--- config.mk ---
export PLATFORM = sky130hd
export DESIGN_NAME = clock_ctrl
export DESIGN_NICKNAME = d
export VERILOG_FILES = /design/src/rtl/clock_ctrl_pkg.sv /design/src/rtl/button_debounce.sv /design/src/rtl/clock_ctrl.sv
export VERILOG_INCLUDE_DIRS = /design/src /design/src/rtl
export SDC_FILE = /design/constraint.sdc
export NUM_CORES = 1
export LEC_CHECK = 0
export ABC_AREA = 1
export CORE_MARGIN = 10
export CORE_UTILIZATION = 30
export CTS_CLUSTER_DIAMETER = 100
export CTS_CLUSTER_SIZE = 8
export DETAILED_ROUTE_END_ITERATION = 6
export PLACE_DENSITY = 0.46
export SLEW_MARGIN = 10
export SYNTH_ARGS = -nofsm -noshare
export SYNTH_HDL_FRONTEND = slang
export SYNTH_HIERARCHICAL = 1
export SYNTH_SLANG_ARGS = --single-unit
--- constraint.sdc ---
create_clock -name clk -period 1.83 [get_ports clk]
set_input_delay 0.366 -clock clk [delete_from_list [all_inputs] [get_ports clk]]
set_output_delay 0.366 -clock clk [all_outputs]
set_load 0.01 [all_outputs]
--- src/rtl/clock_defs.vh ---
`ifndef CLOCK_DEFS_VH
`define CLOCK_DEFS_VH
`define CLK_ST_HALT 2'b00
`define CLK_ST_RUN  2'b01
`define CLK_ST_STEP 2'b10
`endif

--- src/rtl/clock_ctrl_pkg.sv ---
// clock_ctrl_pkg: shared FSM state type and next-state rule for the CPU clock controller
`include "clock_defs.vh"
package clock_ctrl_pkg;
  typedef enum logic [1:0] {
    HALT = `CLK_ST_HALT,
    RUN  = `CLK_ST_RUN,
    STEP = `CLK_ST_STEP
  } state_t;
  function automatic state_t fsm_next(state_t s, logic run, logic step, logic hreq);
    return s == HALT ? (run ? RUN : step ? STEP : HALT) :
           s == RUN  ? ((run || hreq) ? HALT : RUN) : HALT;
  endfunction
endpackage

--- src/rtl/button_debounce.sv ---
// button_debounce: two-flop synchronizer, hold-time debounce and registered press pulse
module button_debounce #(
  parameter int DEBOUNCE_CNT = 50000
) (
  input  logic clk,
  input  logic res,
  input  logic btn_raw,
  output logic level,
  output logic press
);
  localparam int CW = DEBOUNCE_CNT > 1 ? $clog2(DEBOUNCE_CNT) : 1;
  localparam logic [CW-1:0] LAST = CW'(DEBOUNCE_CNT - 1);
  logic [1:0] sync_q, sync_d;
  logic [CW-1:0] cnt_q, cnt_d;
  logic level_q, level_d, press_q, press_d, diff, done;
  // counter runs while the synchronized level disagrees with the accepted one
  always_comb begin
    sync_d = {sync_q[0], btn_raw};
    diff = sync_q[1] != level_q;
    done = diff && cnt_q == LAST;
    cnt_d = (!diff || done) ? '0 : cnt_q + CW'(1);
    level_d = done ? ~level_q : level_q;
    press_d = done && !level_q;
  end
  // state registers, cleared on reset
  always_ff @(posedge clk) begin
    if (res) begin
      sync_q <= '0;
      cnt_q <= '0;
      level_q <= 1'b0;
      press_q <= 1'b0;
    end else begin
      sync_q <= sync_d;
      cnt_q <= cnt_d;
      level_q <= level_d;
      press_q <= press_d;
    end
  end
  assign level = level_q;
  assign press = press_q;
endmodule

--- src/rtl/clock_ctrl.sv ---
// clock_ctrl: button-driven run/halt/step control and prescaler select for the CPU clock
`include "clock_defs.vh"
module clock_ctrl
  import clock_ctrl_pkg::*;
#(
  parameter int DEBOUNCE_CNT = 50000,
  parameter logic [1:0] PRESCALER_RST = 2'b11
) (
  input  logic       clk,
  input  logic       res,
  input  logic       btn_speed,
  input  logic       btn_run,
  input  logic       btn_step,
  input  logic       halt_req,
  output logic [1:0] prescaler,
  output logic       cpu_en,
  output logic       halted
);
  logic speed_p, run_p, step_p;
  logic [2:0] lvl;
  state_t state_q, state_d;
  logic [1:0] prescaler_q, prescaler_d;
  logic cpu_en_q, halted_q;
  button_debounce #(.DEBOUNCE_CNT(DEBOUNCE_CNT)) u_speed (
    .clk(clk), .res(res), .btn_raw(btn_speed), .level(lvl[0]), .press(speed_p));
  button_debounce #(.DEBOUNCE_CNT(DEBOUNCE_CNT)) u_run (
    .clk(clk), .res(res), .btn_raw(btn_run), .level(lvl[1]), .press(run_p));
  button_debounce #(.DEBOUNCE_CNT(DEBOUNCE_CNT)) u_step (
    .clk(clk), .res(res), .btn_raw(btn_step), .level(lvl[2]), .press(step_p));
  // next state and prescaler; speed presses act regardless of FSM state
  always_comb begin
    state_d = fsm_next(state_q, run_p, step_p, halt_req);
    prescaler_d = prescaler_q + {1'b0, speed_p};
  end
  // FSM with outputs registered as decodes of the next state
  always_ff @(posedge clk) begin
    if (res) begin
      state_q <= HALT;
      cpu_en_q <= 1'b0;
      halted_q <= 1'b1;
      prescaler_q <= PRESCALER_RST;
    end else begin
      state_q <= state_d;
      cpu_en_q <= state_d != HALT;
      halted_q <= state_d == HALT;
      prescaler_q <= prescaler_d;
    end
  end
  assign prescaler = prescaler_q;
  assign cpu_en = cpu_en_q;
  assign halted = halted_q;
endmodule

==> impl_metrics.ini, run 1 <==
[power_and_ir_drop]
power_density_nw_per_um2 = 754.2
p_int_mw = 2.253
peakVddDrop_mv = 0.2839
swShare_pct = 20.76
seqPwrFrac_pct = 51.0
clkPwrFrac_pct = 47.1
p_total_mw = 2.843
comb_power_share_pct = 1.9
p_leak_nw = 1.329
p_switching_mw = 0.5902

[critical_path]
cp_top_family = buffers and inverters
cp.required_ps = 1460
slowest_delay_ps = 550
crit_path_cell_trace = clkdlybuf4s50_1
cp-end-kind = output port
crit_slowest_cell = clkdlybuf4s50_1
crit_path_max_fanout = 2
critPathArrivalTime_ps = 1230
worstSetupPathType = flip-flop to output port
start_kind = flip-flop
path_buf_inv = 1

[die]
start_util_pct = 30.67
std_cell_rows = 38
fp.dieH_um = 125.3
die_x_um = 125.3
io_pins = 10
coreArea_um2 = 10840
dieArea_um2 = 15690

[sta]
hold_viol = 0
fmaxAchievable_mhz = 626.6
tns_ps = 0
worst_pin_slew_ps = 314.3
finalClockSkew_ps = 8.749
grt_setup_unrepaired = no
slew_violations = 0
setup_viol = 0
slew_headroom_pct = 78.98
period_minus_slack_ps = 1596
period_share_pct = 87.21

[drt]
drt-met1-wl_mm = 3.341
ant_nets = 0
met3WireLength_um = 182
wl_mm = 6.597
vias_per_cell = 4.307
vias = 2662
dr_wl_met2_mm = 2.965
drc = 0
dr.pass1.iters = 4
avgRoutedWirePerCell_um = 10.67
routed.top_layer = met4
drt_iter0_markers = 120

[clock_tree]
cts_buffers = 9
clockBufferDepth = 2
root_buffer = clkbuf_8
cts_resized = 0
clk_pin_slew_worst_paths_ps = 70
cts_sinks = 66
htree_levels = 3
cts_hold_buf = 0
clk_latency_ps = 350
post-cts-setup-buffer-count = 0
cts_tree = done

[logic_synthesis]
synthCells = 457
synth_cell_types = 20
ys_seq_elements = 66
syn-cell-area_um2 = 3324
ys_warn_count = 6
synth-seq-area-share_pct = 39.74
synth.avg_cell_area_um2 = 7.274
syn-num-nets = 467

[worst_hold_path]
holdCritPathClass = flip-flop to flip-flop

[layout]
fin_util_pct = 34.78
layout.nets = 485
drive_gt1_share_pct = 14.02
area_growth_pct = 13.40
diodes = 0
fin_cells = 618

[placed_design]
dp.cells = 604
place.port_buffers = 9
place_hpwl_mm = 4.851
routabilityCongestion = 0.7913

[global_routing]
gr-usage-all-layers_pct = 8.706
grt_overflow = 0
grt_pass1_vias = 2544
grt_antenna_before_repair = 0
grt_max_degree = 17
grt_pass1_wl_mm = 11.59

[status]
status = finished clean

[run]
drv_cap = 0
[cells in the mapped netlist (all sizes together)]
library cell,n,area [um^2]
and2,3,18.77
buf,3,33.78
dfxtp,66,1321
ha,4,50.05
inv,65,244.0
nand2,101,379.1
nand3,38,242.7
nand3b,3,22.52
nand4,21,131.4
nor2,118,565.5
nor3,3,15.01
or2,1,6.260
xnor2,7,61.31
xor2,24,232.7
[cells in the final DEF, fill, tap and decap left out, drive strengths merged]
cell type,netlist,final
nor2,118,118
nor3,3,3
xor2,24,24
dfxtp,66,66
clkbuf,0,11
bufinv,0,2
nand3,38,38
xnor2,7,7
nand3b,3,3
clkdlybuf4s50,0,9
inv,65,65
nand2,101,101
ha,4,4
clkinv,0,1
nand4,21,21
and2,3,3
or2,1,1
buf,3,1
[cell type report]
class	instances	area, um^2
Inverter	65	244.0
Multi-Input combinational cell	323	1725
Timing Repair Buffer	10	97.59
Tap cell	140	175.2
Fill cell	1178	7071
Clock buffer	11	141.4
Sequential cell	66	1321
Clock inverter	3	65.06
[power groups by stage]
stage	combinational [mW]	sequential [mW]	clock, mW
after global placement	0.0544	1.48	0
after global routing	0.0620	1.45	1.45
after detailed placement	0.0558	1.48	0
final	0.0544	1.45	1.34
after floorplan	0.0353	1.48	0
after CTS	0.0562	1.45	1.37
[worst paths after layout]
| check | endpoint | from | depth (start not counted) | slack [ps] |
|---|---|---|---|---|
| min | u_speed/sync_q[1] | u_speed/sync_q[0] | 2 | 400 |
| max | prescaler[0] | prescaler[0] | 1 | 230 |
| min reg2reg | u_speed/sync_q[1] | u_speed/sync_q[0] | 2 | 400 |
| max reg2reg | u_speed/cnt_q[9] | u_speed/cnt_q[0] | 6 | 340 |
[sequential cells by signal, summed over array words and instances, names as in the netlist]
register	count
u_run/cnt_q	16
u_speed/cnt_q	16
u_step/cnt_q	16
prescaler	2
state_q	2
u_run/sync_q	2
u_speed/sync_q	2
u_step/sync_q	2
cpu_en	1
halted	1
u_run/level	1
u_run/press	1
u_speed/level	1
u_speed/press	1
u_step/level	1
u_step/press	1
[cells by family (layout without fill, tap and decap cells)]
kind of cell	count (synthesis)	count (layout)	share of synthesized area (%)
AND/OR/NAND/NOR	288	288	41.55
XOR/XNOR	31	31	8.845
adder cells (fa/ha/maj)	4	4	1.506
buffers and inverters	68	89	8.355
flip-flops	66	66	39.74
[worst min-delay path: cells and delay by family, from the launching register on]
kind	cells	cell delay, ps
DFF	1	300
buffers and inverters	1	40
and+or+nand+nor	1	30
[through the flow]
step / hold slack (ps) / setup slack [ps] / instance area (um^2)
after floorplan: 388.3 / 487.5 / 3324
after global placement: 395.6 / 144.1 / 3563
after detailed placement: 399.5 / 131.9 / 3563
after CTS: 405.6 / 213.8 / 3770
after global routing: 417.6 / 138.4 / 3770
final: 396.6 / 234.1 / 3770
[per-layer routing]
metal | vias up | track usage, %
met3 | 8 | 2.662
met2 | 20 | 13.42
met1 | 1195 | 10.91
li1 | 1439 | -
met5 | - | 0
met4 | 0 | 3.930
Note: power is estimated with default switching activity, not from simulation.
==> run 2, diff against run 1 <==
Settings changed: SLEW_MARGIN 10 to 20.
Clock period 1.83 ns to 1.8 ns, I/O delays scaled along.
==> run 2 against run 1 <==
  * Hold slack better by 3.0 ps
  * Clock power down 14%
  * Core utilization decreased by 0.16 points
  * Via count is essentially flat
  * Count of clock-buffer cells in the layout rose by 1
  * Sequential share of layout area is 0.16 points higher
  * Largest cell class unchanged
==> impl_metrics.ini, run 2 (synthesis results as in run 1) <==
[critical_path]
worstSetupPathType = flip-flop to output port
crit_path_max_fanout = 2
crit_slowest_cell = clkdlybuf4s50_1
timing.critical_path.from = prescaler[1]
cp.required_ps = 1440
start_kind = flip-flop
cp_top_family = buffers and inverters
critPathArrivalTime_ps = 1240
slowest_delay_ps = 550
r2r_start = u_run/cnt_q[0]
cp-end-kind = output port
path_buf_inv = 1
crit_path_cell_trace = clkdlybuf4s50_1

[placed_design]
routabilityCongestion = 0.7904
place_hpwl_mm = 4.820
pre_cts_ws_ps = 178.3
dp.cells = 605
place.port_buffers = 9

[die]
io_pins = 10
coreArea_um2 = 10840
die_x_um = 125.3
std_cell_rows = 38
dieArea_um2 = 15690
fp.dieH_um = 125.3
start_util_pct = 30.67

[drt]
avgRoutedWirePerCell_um = 10.33
vias = 2660
wl_mm = 6.417
ant_nets = 0
drc = 0
dr.pass1.iters = 4
drt_iter0_markers = 117
vias_per_cell = 4.283

[layout]
drive_gt1_share_pct = 14.55
layout.nets = 486
area_growth_pct = 12.87
final_common_cell = nand2_1
nFillCells = 1176
fin_cells = 621
final_cell_mix = 101 x nand2_1, 75 x nor2_1, 66 x dfxtp_1
multiInputGateArea_um2 = 1725
largestRegisters = u_run/cnt_q: 16 flops, u_speed/cnt_q: 16 flops, u_step/cnt_q: 16 flops
seq_area_um2 = 1321
diodes = 0

[global_routing]
grt_pass1_vias = 2567
grt_antenna_before_repair = 0
grt_pass1_wl_mm = 11.34
grt_max_degree = 17
grt_overflow = 0
gr-usage-all-layers_pct = 8.487

[sta]
grt_setup_unrepaired = no
fmaxAchievable_mhz = 623.3
hold_viol = 0
finalClockSkew_ps = 9.855
setup_viol = 0
slew_violations = 0
fin_ws_ps = 195.7
period_share_pct = 89.13
worst_pin_slew_ps = 322.1
tns_ps = 0
period_minus_slack_ps = 1604
slew_headroom_pct = 78.45

[power_and_ir_drop]
power_density_nw_per_um2 = 713.7
p_leak_nw = 1.321
peakVddDrop_mv = 0.3093

[clock_tree]
clockBufferDepth = 2
cts_buffers = 9
cts_tree = done
clk_pin_slew_worst_paths_ps = 80
cts_sinks = 66
post-cts-setup-buffer-count = 0
cts_hold_buf = 0
clk_latency_ps = 340
cts_resized = 0
htree_levels = 3
root_buffer = clkbuf_8

[status]
status = finished clean

[worst_hold_path]
holdCritPathClass = flip-flop to flip-flop
min-delay-start = u_speed/sync_q[0]

[run]
drv_cap = 0
run 2: cell count changes in the layout (fill, tap and decap cells not counted):
cell | before | now
bufinv_16 | 2 | 0
clkbuf_8 | 10 | 11
clkinv_4 | 0 | 1
clkinvlp_4 | 0 | 1
clkinv_2 | 1 | 2
buf_4 | 1 | 2
run 2: where the power goes:
group          internal (mW)  leakage, nW  total [mW]  switching (mW)
sequential              1.47        0.533        1.47         0.00620
combinational         0.0227        0.696      0.0570          0.0343
clock                  0.573       0.0924        1.15           0.574
total                   2.06         1.32        2.68           0.615
run 2: final timing paths:
kind                        to  slack, ps  depth (start not counted)
max               prescaler[1]        200                          1
min          u_speed/sync_q[1]        400                          2
max reg2reg    u_run/cnt_q[10]        290                          6
min reg2reg  u_speed/sync_q[1]        400                          2
run 2: metrics by stage:
stage / power [mW] / utilization [%] / area [um^2] / hold slack (ps)
after floorplan: 1.542 / - / 3324 / 388.3
after global placement: 1.565 / 32.94 / 3571 / 389.9
after detailed placement: 1.566 / 32.94 / 3571 / 392.9
after CTS: 2.727 / 34.61 / 3752 / 404.5
after global routing: 2.787 / 34.61 / 3752 / 419.6
final: 2.678 / 34.61 / 3752 / 399.6
run 2: area by class of cell:
type / count / share of cell area [%]
Multi-Input combinational cell: 323 / 45.98
Sequential cell: 66 / 35.21
Inverter: 65 / 6.502
Tap cell: 140 / 4.668
Clock buffer: 12 / 4.135
Timing Repair Buffer: 11 / 2.801
Clock inverter: 4 / 0.7002
run 2: routing by layer:
metal / track usage, % / routed length, um / up-vias
met5: 0 / 0 / -
met4: 4.810 / 145 / 0
met3: 1.943 / 181 / 13
met2: 12.99 / 2817 / 22
met1: 10.74 / 3272 / 1184
li1: - / - / 1441
run 2: tightest hold or removal path, stage by stage (launching register included):
cell and delay (ps):
dfxtp_1 300, inv_1 40, nor2_1 30
